--- src/rtl/dmem_router.sv ---
// Data-side OBI router: splits core data requests between RAM, a small MMIO test-control window and an
// unmapped sink, and returns responses in order. Define DMEM_ROUTER_TAG_EN to route the tag memory alongside RAM.
`timescale 1ns/1ps

module dmem_router #(
   parameter logic [31:0] RAM_BASE       = 32'h0000_1000,
   parameter int unsigned RAM_SIZE       = 8192,
   parameter logic [31:0] MMIO_BASE      = 32'h2000_0000,
   parameter int unsigned OUTSTANDING    = 2,
   parameter logic [31:0] UNMAPPED_RDATA = 32'hBADC_0FFE
) (
   input  logic        clk,
   input  logic        rst,
   input  logic        core_req,
   output logic        core_gnt,
   output logic        core_rvalid,
   input  logic [31:0] core_addr,
   input  logic        core_we,
   input  logic [3:0]  core_be,
   input  logic [31:0] core_wdata,
   output logic [31:0] core_rdata,
   input  logic        core_we_tag,
   input  logic [3:0]  core_wdata_tag,
   output logic [3:0]  core_rdata_tag,
   output logic        ram_req,
   input  logic        ram_gnt,
   input  logic        ram_rvalid,
   output logic [31:0] ram_addr,
   output logic        ram_we,
   output logic [3:0]  ram_be,
   output logic [31:0] ram_wdata,
   input  logic [31:0] ram_rdata,
   output logic        tag_req,
   input  logic        tag_gnt,
   input  logic        tag_rvalid,
   output logic        tag_we,
   output logic [3:0]  tag_wdata,
   input  logic [3:0]  tag_rdata,
   output logic        con_valid,
   output logic [7:0]  con_char,
   output logic        test_done,
   output logic [31:0] test_code,
   output logic        unmapped_err,
   output logic        order_err
);

   localparam int unsigned PTR_W = (OUTSTANDING > 1) ? $clog2(OUTSTANDING) : 1;
   localparam int unsigned CNT_W = $clog2(OUTSTANDING + 1);
   localparam logic [PTR_W-1:0] LAST_PTR = PTR_W'(OUTSTANDING - 1);
   localparam logic [CNT_W-1:0] FULL_CNT = CNT_W'(OUTSTANDING);

   logic [31:0]      ram_off;
   logic             hit_ram;
   logic             hit_mmio;
   logic             full;
   logic             head_vld;
   logic             head_ram;
   logic             mem_gnt;
   logic             ram_done;
   logic             local_gnt;
   logic             mmio_gnt;
   logic             push;
   logic             pop;
   logic [31:0]      local_rdata;
   logic [31:0]      ram_rdata_eff;
   logic [3:0]       tag_rdata_eff;
   logic [CNT_W-1:0] count;
   logic [PTR_W-1:0] rd_ptr;
   logic [PTR_W-1:0] wr_ptr;
   logic             fifo_ram  [OUTSTANDING];
   logic [31:0]      fifo_data [OUTSTANDING];
   logic [31:0]      cycle_cnt;

   // Unsigned subtract makes addresses below RAM_BASE wrap to huge offsets and miss.
   assign ram_off  = core_addr - RAM_BASE;
   assign hit_ram  = ram_off < 32'(RAM_SIZE);
   assign hit_mmio = core_addr[31:4] == MMIO_BASE[31:4];
   assign full     = count == FULL_CNT;
   assign head_vld = count != '0;
   assign head_ram = fifo_ram[rd_ptr];

   always_comb begin
      ram_req  = 1'b0;
      core_gnt = 1'b0;
      if (core_req && !full) begin
         if (hit_ram) begin
            ram_req  = 1'b1;
            core_gnt = mem_gnt;
         end else begin
            core_gnt = 1'b1;
         end
      end
   end

   assign ram_addr  = ram_req ? ram_off    : '0;
   assign ram_we    = ram_req & core_we;
   assign ram_be    = ram_req ? core_be    : '0;
   assign ram_wdata = ram_req ? core_wdata : '0;

   assign push      = core_gnt;
   assign local_gnt = core_gnt & ~hit_ram;
   assign mmio_gnt  = local_gnt & hit_mmio;

`ifdef DMEM_ROUTER_TAG_EN
   logic        ram_seen;
   logic        tag_seen;
   logic [31:0] ram_skid;
   logic [3:0]  tag_skid;

   assign mem_gnt   = ram_gnt & tag_gnt;
   assign tag_req   = ram_req;
   assign tag_we    = ram_req & core_we_tag;
   assign tag_wdata = ram_req ? core_wdata_tag : '0;

   // Either response may come first; the early one waits in its skid register.
   assign ram_done      = head_vld & head_ram & (ram_seen | ram_rvalid) & (tag_seen | tag_rvalid);
   assign ram_rdata_eff = ram_seen ? ram_skid : ram_rdata;
   assign tag_rdata_eff = tag_seen ? tag_skid : tag_rdata;

   always_ff @(posedge clk) begin
      if (rst) begin
         ram_seen <= 1'b0;
         tag_seen <= 1'b0;
         ram_skid <= '0;
         tag_skid <= '0;
      end else if (ram_done) begin
         ram_seen <= 1'b0;
         tag_seen <= 1'b0;
      end else if (head_vld && head_ram) begin
         if (ram_rvalid && !ram_seen) begin
            ram_seen <= 1'b1;
            ram_skid <= ram_rdata;
         end
         if (tag_rvalid && !tag_seen) begin
            tag_seen <= 1'b1;
            tag_skid <= tag_rdata;
         end
      end
   end
`else
   logic unused_tag;

   assign unused_tag    = ^{tag_gnt, tag_rvalid, tag_rdata, core_we_tag, core_wdata_tag};
   assign mem_gnt       = ram_gnt;
   assign tag_req       = 1'b0;
   assign tag_we        = 1'b0;
   assign tag_wdata     = '0;
   assign ram_done      = head_vld & head_ram & ram_rvalid;
   assign ram_rdata_eff = ram_rdata;
   assign tag_rdata_eff = '0;
`endif

   assign pop            = head_vld & (head_ram ? ram_done : 1'b1);
   assign core_rvalid    = pop;
   assign core_rdata     = !pop ? '0 : (head_ram ? ram_rdata_eff : fifo_data[rd_ptr]);
   assign core_rdata_tag = (pop && head_ram) ? tag_rdata_eff : '0;

   // Local read data is captured at grant time so a later response sees the value of that cycle.
   always_comb begin
      local_rdata = '0;
      if (!core_we) begin
         if (!hit_mmio) begin
            local_rdata = UNMAPPED_RDATA;
         end else begin
            case (core_addr[3:2])
               2'd1:    local_rdata = test_code;
               2'd2:    local_rdata = cycle_cnt;
               default: local_rdata = '0;
            endcase
         end
      end
   end

   always_ff @(posedge clk) begin
      if (rst) begin
         count  <= '0;
         rd_ptr <= '0;
         wr_ptr <= '0;
      end else begin
         if (push) begin
            fifo_ram[wr_ptr]  <= hit_ram;
            fifo_data[wr_ptr] <= local_rdata;
            wr_ptr            <= (wr_ptr == LAST_PTR) ? '0 : wr_ptr + 1'b1;
         end
         if (pop) begin
            rd_ptr <= (rd_ptr == LAST_PTR) ? '0 : rd_ptr + 1'b1;
         end
         case ({push, pop})
            2'b10:   count <= count + 1'b1;
            2'b01:   count <= count - 1'b1;
            default: count <= count;
         endcase
      end
   end

   always_ff @(posedge clk) begin
      if (rst) begin
         cycle_cnt    <= '0;
         con_valid    <= 1'b0;
         con_char     <= '0;
         test_done    <= 1'b0;
         test_code    <= '0;
         unmapped_err <= 1'b0;
         order_err    <= 1'b0;
      end else begin
         cycle_cnt <= cycle_cnt + 1'b1;
         con_valid <= 1'b0;
         if (mmio_gnt && core_we) begin
            case (core_addr[3:2])
               2'd0: begin
                  con_valid <= 1'b1;
                  con_char  <= core_wdata[7:0];
               end
               2'd1: begin
                  test_done <= 1'b1;
                  test_code <= core_wdata;
               end
               default: ;
            endcase
         end
         if (local_gnt && !hit_mmio) begin
            unmapped_err <= 1'b1;
         end
         // An empty FIFO swallows stray responses, e.g. ones still in flight across a reset.
         if (ram_rvalid && head_vld && !head_ram) begin
            order_err <= 1'b1;
         end
      end
   end

endmodule

--- config.mk ---
export PLATFORM = sky130hd
export DESIGN_NAME = dmem_router
export DESIGN_NICKNAME = d
export VERILOG_FILES = /design/src/rtl/dmem_router.sv
export SDC_FILE = /design/constraint.sdc
export NUM_CORES = 1
export LEC_CHECK = 0
export BUFFER_PORTS_ARGS = -buffer_cell sky130_fd_sc_hd__buf_2
export CAP_MARGIN = 5
export CORE_MARGIN = 2
export CORE_UTILIZATION = 45
export DETAILED_ROUTE_END_ITERATION = 10
export PLACE_DENSITY = 0.88
export SYNTH_ARGS = -nofsm -noshare
export SYNTH_HDL_FRONTEND = slang
export SYNTH_SLANG_ARGS = --single-unit
--- constraint.sdc ---
create_clock -name clk -period 4.93 [get_ports clk]
set_clock_uncertainty 0.1 [all_clocks]
set_input_delay 0.7395 -clock clk [delete_from_list [all_inputs] [get_ports clk]]
set_output_delay 0.7395 -clock clk [all_outputs]
set_load 0.02 [all_outputs]
=== After elaboration in Yosys (flattened, before gate mapping) ===
Memory sizes are Yosys's and may differ from the RTL's. A register that Yosys moved wholly into a read port is not among the register bits.
Cells that the tools add are included.

* Register bits: 80
* RAM bits: 66
* Input port bits: 117
* Output and inout port bits: 158
* Word-level logic and storage cells: 71
* Memories kept: 2

* $add $sub $neg: 6
* Order comparisons: 1
* Equality and inequality tests: 6
* Mux-type cells: 24
* Bitwise operators: 8
* Reduce and logical (&&, ||, !) cells: 14

{| class="wikitable"
|+ Memory list
! memory !! depth !! width !! rd ports !! clocked after Yosys merged registers in !! wr ports !! RTL line !! RTL
|-
| fifo_data || 2 || 32 || 1 || 1 || 1 || 71 || <nowiki>logic [31:0] fifo_data [OUTSTANDING];</nowiki>
|-
| fifo_ram || 2 || 1 || 1 || 1 || 1 || 70 || <nowiki>logic fifo_ram [OUTSTANDING];</nowiki>
|}

{| class="wikitable"
|+ Operators with widths
! cell !! count
|-
| $mux 32 || 6
|-
| $pmux 32 s2 || 1
|-
| $add 32x1->32 const B || 1
|-
| $lt 32x14->1 const B || 1
|-
| $sub 32x13->32 const B || 1
|-
| $eq 28x26->1 const B || 1
|-
| $mux 1 || 15
|-
| $and 1x1->1 || 6
|-
| $eq 2x2->1 const B || 3
|-
| $logic_and 1x1->1 || 5
|-
| $eq 2x1->1 const B || 2
|-
| $mux 4 || 1
|-
| $pmux 2 s2 || 1
|-
| $reduce_and 2->1 || 2
|-
| $reduce_bool 2->1 || 2
|-
| $logic_not 1->1 || 3
|-
| $add 1x1->1 const B || 2
|-
| $add 2x1->2 const B || 1
|-
| $logic_not 2->1 || 1
|-
| $not 1->1 || 2
|-
| $reduce_or 2->1 || 1
|-
| $sub 2x1->2 const B || 1
|}

=== Depth between registers and ports, before layout ===
Gate-level depths: netlist of run 1.

* Word-level depth: 9
* Mapped depth: 11
* Mapped depth without buffers: 11

=== Worst setup path before layout of run 1 ===
OpenSTA, ideal clock, no wires.

* Kind: input-to-reg
* Start: input port core_addr[19]
* End: memory fifo_data[1][0] (enable)
* Arrival: 4.581 ns
* Data required time: 4.359 ns
* Setup slack: -0.223 ns
* Stages on the path: 6
* Path buffers: 0
* Path through: nor4_4 -> nand4_1 -> or4b_1 -> nand3_1 -> o31ai_4 -> nor3b_1

* Cells in the longest elaborated chain, start to end: 7

{| class="wikitable"
|+ Ends and longest elaborated chain
! item !! RTL line !! RTL
|-
| start, declared || 17 || <nowiki>input logic [31:0] core_addr,</nowiki>
|-
| $sub 32x13->32 || 75 || <nowiki>assign ram_off = core_addr - RAM_BASE;</nowiki>
|-
| $lt 32x14->1 || 76 || <nowiki>assign hit_ram = ram_off < 32'(RAM_SIZE);</nowiki>
|-
| $mux 1 || 86 || <nowiki>if (hit_ram) begin</nowiki>
|-
| $mux 1 || 85 || <nowiki>if (core_req && !full) begin</nowiki>
|-
| $mux 1 || 180 || <nowiki>if (push) begin</nowiki>
|-
| $mux 1 || 175 || <nowiki>if (rst) begin</nowiki>
|-
| $mux 1 (implied by the code) || 182 || <nowiki>fifo_data[wr_ptr] <= local_rdata;</nowiki>
|-
| end, declared || 71 ||
|}

No other way between the ends.

=== Worst setup path after layout of run 1 ===
* Start: input port core_addr[12]
* End: output port ram_addr[5]

* Cells in the longest elaborated chain, start to end: 5

{| class="wikitable"
|+ Ends and longest elaborated chain
! item !! RTL line !! RTL
|-
| $sub 32x13->32 || 75 ||
|-
| $lt 32x14->1 || 76 ||
|-
| $mux 1 || 86 ||
|-
| $mux 1 || 85 ||
|-
| $mux 32 || 95 || <nowiki>assign ram_addr = ram_req ? ram_off : '0;</nowiki>
|-
| end, declared || 28 || <nowiki>output logic [31:0] ram_addr,</nowiki>
|}

No other way between the ends.

==> results of run 1 <==
-- sequential cells by signal, indices dropped and copies added, names as in the netlist, 2 cells and up, named ones only --
signal	flops
con_char	8
cycle_cnt	32
count	2
fifo_data	64
fifo_ram	2
test_code	32
-- cells in the final DEF (no fill, tap or decap), types with 3 or more instances in the layout --
cell,instances
o21ai_0,38
xor2_1,15
nor4b_1,3
and3_1,3
inv_1,14
xnor2_1,9
nand4_1,13
nor3_1,9
buf_4,10
clkinvlp_4,3
and2_1,47
edfxtp_1,66
buf_2,234
inv_6,3
nand2_1,13
clkbuf_16,17
mux2i_1,72
bufinv_16,3
conb_1,29
a21oi_1,16
a22oi_1,32
and4_1,4
or3_1,11
nor4_1,6
nor2_1,119
a211oi_1,32
ha_1,7
dfxtp_1,80
nand3_1,16
nor2b_1,3
-- power by group --
part / internal (uW) / leakage (uW) / switching, uW
clock network: 803 / 0.000289 / 505
logic: 314 / 0.00253 / 612
registers: 1350 / 0.00127 / 32.7
total: 2470 / 0.00409 / 1150
-- cell usage after synthesis, types with 2 or more instances --
cell type and number:
xor2_1 15, or3_1 11, nor3b_1 3, or4b_1 2
nor4_1 6, a22oi_1 32, nor2b_1 3, and2_1 47
nand2_1 13, xnor2_1 9, nand3_1 16, and3_1 3
clkbuf_1 35, inv_1 14, nor4b_1 3, buf_4 30
buf_6 2, nand2b_1 2, and4_1 4, nor3_1 10
a21oi_1 16, o21a_1 2, mux2i_1 73, nand4_1 13
or4_1 2, ha_1 7, dfxtp_1 81, nor2_1 119
a211oi_1 32, o21ai_0 38, buf_1 5, edfxtp_1 66
-- area by class of cell --
type | instances | area (um^2)
clock buffer | 18 | 429
clock inverter | 14 | 178
fill | 1283 | 6690
inverter | 14 | 52.6
multi-input combinational | 526 | 3410
sequential | 147 | 3600
tap | 216 | 270
timing repair buffer | 244 | 1250
-- worst max-delay path, cell delays in order --
cell       delay, ns
buf_2           0.15
inv_1           0.08
ha_1            0.30
xor2_1          0.16
or4_1           0.47
a31oi_2         0.27
o2111ai_4       0.26
nor3_4          0.24
buf_4           0.29
and2_1          0.19
buf_2           0.17
-- per-layer routing --
layer,part of all wire (%),routed length (um)
met1,43,7950
met2,48,8880
met3,6.4,1180
met4,2.3,433
met5,0,0
-- final timing paths --
kind | end | slack, ns | cells past startpoint
worst min-delay path | unmapped_err | 0.35 | 2
worst max-delay path | ram_addr[5] | 0.76 | 11
worst min register to register | unmapped_err | 0.35 | 2
worst max register to register | count[1] | 2.03 | 8
-- stage by stage --
stage,setup slack [ns],util [%],hold slack [ns],cell area [um^2],std cells
global route,0.613,57.9,0.379,9200,1179
global placement,0.904,54.1,0.333,8590,1147
finish,0.764,57.9,0.347,9200,1179
CTS,0.800,57.9,0.350,9200,1179
floorplan,0.943,-,0.338,7440,761
detailed placement,0.803,54.1,0.340,8590,1147
-- cell families (layout without fill, tap and decap cells) --
logic type | Yosys count | count (layout) | synth area share [%]
AND/OR/NAND/NOR | 264 | 264 | 18.4
flip-flops | 147 | 147 | 49.2
AO/OA/AOI/OAI | 128 | 128 | 11.8
buffers and inverters | 88 | 290 | 6.29
multiplexers | 74 | 74 | 10.1
XOR/XNOR | 24 | 24 | 2.87
adder cells (fa/ha/maj) | 7 | 7 | 1.20
other | 1 | 29 | 0.0512
==> impl_metrics.yaml, run 1 <==
clock_network:
  clk_pin_slew_ns: 0.06
  clock_path_buffers: 2
  numCtsBuffers: 17
  cts_root_buffer: "clkbuf_16"
  cts.sinks: 147
  htree_levels: 4
  post_cts_resized: 0
  cts_tree: "done"
  post-cts-setup-buffer-count: 0
  clock_latency_ns: 0.41
  ctsHoldBuffers: 0
critical_path:
  cp-start-kind: "input port"
  critPathRequiredTime_ns: 4.09
  critPathLaunch: "core_addr[12]"
  critical_path_class: "in2out"
  arrival_ns: 3.33
  end_kind: "output pin"
  cp_max_fo: 34
sta:
  max_freq_mhz: 240
  worst_pin_slew_ns: 1.24
  hold_viol: 0
  setup_tns_ns: 0
  slew-limit-headroom_pct: 17.7
  min_period_over_period_pct: 84.5
  drv_slew: 0
  period_needed_ns: 4.17
  setup_viol: 0
  rsz0062_at_grt: "no"
finish:
  insertedDiodeCount: 0
  syn_to_final_growth_pct: 25.5
  drive_above_1_share_pct: 29.9
  nNetsFinal: 1074
power_and_ir_drop:
  peakVddDrop_v: 0.000193
  total_power_uw: 3620
  p_per_area_nw_per_um2: 393
  leakage_uw: 0.00409
global_route:
  grt_pass1_vias: 5713
  grt_use_total_pct: 21.0
  grt_remaining_overflow: 0
  use_met1_pct: 27.3
  grt_pass1_wl_mm: 29.2
  grt_util_met3_pct: 4.24
  grt_max_degree: 76
  grt-busiest-layer: "met2"
  use_met2_pct: 34.6
  antenna_found_initial: 0
job:
  cap_viol_max_count: 0
yosys:
  synth_edf_count: 66
  ys_warn_count: 0
  postSynthAreaPerCell_um2: 9.99
  async_reset_ff_share_pct: 0
  synth_ff_type: "dfxtp_1"
  ys_seq_elements: 147
  ys_seq_area_share_pct: 49.2
  synth_cell_types: 51
  synth_largest_area_cell: "edfxtp_1"
  yosys-top-cells-area: "edfxtp_1 27%, dfxtp_1 22%, mux2i_1 10%"
  syn-instance-count: 733
  syn-cell-area_um2: 7330
  yosysTopAreaCellShare_pct: 27.1
routing:
  routed_wl_mm: 18.4
  via_per_inst: 5.28
  drc_errors: 0
  wire_per_inst_um: 15.6
  drtIter0Drc: 653
  drt_first_pass_iters: 6
  ant_nets: 0
  vias: 6228
die:
  initial_core_util_pct: 46.1
  num_rows: 46
  num_io_pins: 275
  die_h_um: 132
  chipWidth_um: 132
  die_area_um2: 17300
  core_um2: 15900
worst_hold_path:
  hp-start: "unmapped_err"
  hp-class: "reg2reg"
placement:
  dp_hpwl_mm: 13.6
  gp_congestion: 0.877
  io_buffers: 234
outcome:
  status: "complete, no violations"
(Power assumes the default switching activity.)
==> inputs of run 2 (changes only) <==
==> constraint.sdc (replaced) <==
create_clock -name clk -period 3.8 [get_ports clk]
set_clock_uncertainty 0.1 [all_clocks]
set_input_delay 0.57 -clock clk [delete_from_list [all_inputs] [get_ports clk]]
set_output_delay 0.57 -clock clk [all_outputs]
set_load 0.02 [all_outputs]
==> impl_metrics.yaml, run 2 (synthesized netlist as in run 1, its figures left out) <==
clock_network:
  clock_latency_ns: 0.42
  htree_levels: 4
  clock_path_buffers: 2
  cts.sinks: 147
  post-cts-setup-buffer-count: 0
  clk_pin_slew_ns: 0.05
  numCtsBuffers: 17
  cts_tree: "done"
  cts_root_buffer: "clkbuf_16"
die:
  initial_core_util_pct: 46.1
  num_rows: 46
  die_h_um: 132
  num_io_pins: 275
  die_area_um2: 17300
  core_um2: 15900
  chipWidth_um: 132
global_route:
  grt_pass1_wl_mm: 29.2
  grt_pass1_vias: 5764
  grt_remaining_overflow: 0
  antenna_found_initial: 0
  grt_max_degree: 75
  grt_use_total_pct: 21.0
critical_path:
  cp-start-kind: "input port"
  crit_family: "simple AND/OR/NAND/NOR gates"
  max_stage_delay_ns: 0.42
  critical_path_class: "in2out"
  cp_cell_sequence: "buf_2, inv_1, ha_2, xor2_1, or4_1, a31oi_2, o2111ai_4, nor3_4, buf_12, and2_1, buf_2"
  critPathRequiredTime_ns: 3.13
  cp_common_cell: "buf_2"
  crit_slowest_cell: "or4_1"
  arrival_ns: 2.92
  cp_max_fo: 34
  crit_buf_inv: 4
  end_kind: "output pin"
routing:
  routed_wl_mm: 18.2
  drt_first_pass_iters: 5
  ant_nets: 0
  vias: 6189
  wire_per_inst_um: 15.4
  drc_errors: 0
  via_per_inst: 5.24
  drtIter0Drc: 626
finish:
  largest_register_ffs: 64
  fillCellCount: 1309
  largestRegisters: "fifo_data (64), cycle_cnt (32), test_code (32)"
  layout_common_cells: "234 x buf_2, 119 x nor2_1, 80 x dfxtp_1"
  nNetsFinal: 1077
  multi_input_area_um2: 3420
  layout_commonest_cell: "buf_2"
  syn_to_final_growth_pct: 25.0
  insertedDiodeCount: 0
  drive_above_1_share_pct: 29.4
  regArea_um2: 3600
  fin_area_um2: 9160
  largest-register: "fifo_data"
sta:
  setup_viol: 0
  period_needed_ns: 3.59
  rsz0062_at_grt: "no"
  drv_slew: 0
  worst_pin_slew_ns: 0.825
  hold_viol: 0
  setup_tns_ns: 0
  fin_ws_ns: 0.212
  slew-limit-headroom_pct: 44.4
  max_freq_mhz: 279
  min_period_over_period_pct: 94.4
placement:
  io_buffers: 234
  dp_slack_ns: 0.0880
  gp_congestion: 0.899
  placed_cell_area_um2: 8640
  dp_hpwl_mm: 13.4
power_and_ir_drop:
  total_power_uw: 4480
  power.internal_uw: 3060
  p_comb_share_pct: 26.8
  leakage_uw: 0.00408
  swShare_pct: 31.8
  peakVddDrop_v: 0.000348
  pwr-share-seq_pct: 40.1
  pwr-share-clk_pct: 33.0
  p_per_area_nw_per_um2: 489
  switchingPower_uw: 1420
job:
  cap_viol_max_count: 0
outcome:
  status: "complete, no violations"
worst_hold_path:
  hp-class: "in2reg"
-- run 2: changes by cell type in the layout (fill, tap and decap cells not counted), moves of 2 or more --
cell and delta:
buf_12 +2, bufinv_16 -2, clkbuf_1 +7, clkinv_2 +2, clkinvlp_4 -3, inv_6 -3
-- run 2: layer usage --
metal,part of all wire [%],track usage [%],routed length [um],vias up
met5,0,0,0,-
met4,1.9,6.16,344,0
met3,6.1,4.75,1110,31
met2,48,35.0,8730,271
met1,44,27.5,8010,2858
li1,-,-,-,3029
-- run 2: worst reg2reg max path, cell delays in order, from the launching register on --
cell     delay, ns
dfxtp_1       0.45
and4_1        0.28
nand3_1       0.15
nor2_1        0.29
nand4_1       0.31
or3_1         0.40
a21oi_1       0.20
-- run 2: cell type report --
class | instances | share of cell area, %
clock buffers | 25 | 4.97
inverters | 14 | 0.574
clock inverters | 7 | 0.683
flip-flops and latches | 147 | 39.4
multi-input cells | 526 | 37.3
repair buffers | 247 | 14.2
well taps | 216 | 2.95
-- run 2: worst paths after layout --
path,start,slack (ns),endpoint,depth (start not counted)
worst max-delay path,core_addr[12],0.21,ram_addr[5],11
worst min-delay path,core_wdata[12],0.30,test_code[12],3
worst max register to register,cycle_cnt[3],1.55,cycle_cnt[30],6
worst min register to register,test_done,0.36,test_done,2
-- run 2: what timing repair did --
action	CTS	global route
gates resized for setup	0	2
hold buffers	0	0
setup endpoints to repair	0	47
-- run 2: power groups by stage --
stage	Sequential [uW]	Clock [uW]	Combinational (uW)
2_1_floorplan	1810	0	850
3_3_place_gp	1830	0	1190
3_5_place_dp	1830	0	1210
4_1_cts	1800	1510	1210
5_1_grt	1810	1570	1310
6_report	1800	1480	1200
-- run 2: through the flow --
| step | hold slack, ns | util, % | std cells |
|---|---|---|---|
| detailed placement | 0.357 | 54.4 | 1150 |
| finish | 0.295 | 57.7 | 1182 |
| floorplan | 0.338 | - | 761 |
| global route | 0.296 | 57.7 | 1182 |
| global placement | 0.340 | 54.4 | 1150 |
| CTS | 0.282 | 57.6 | 1182 |
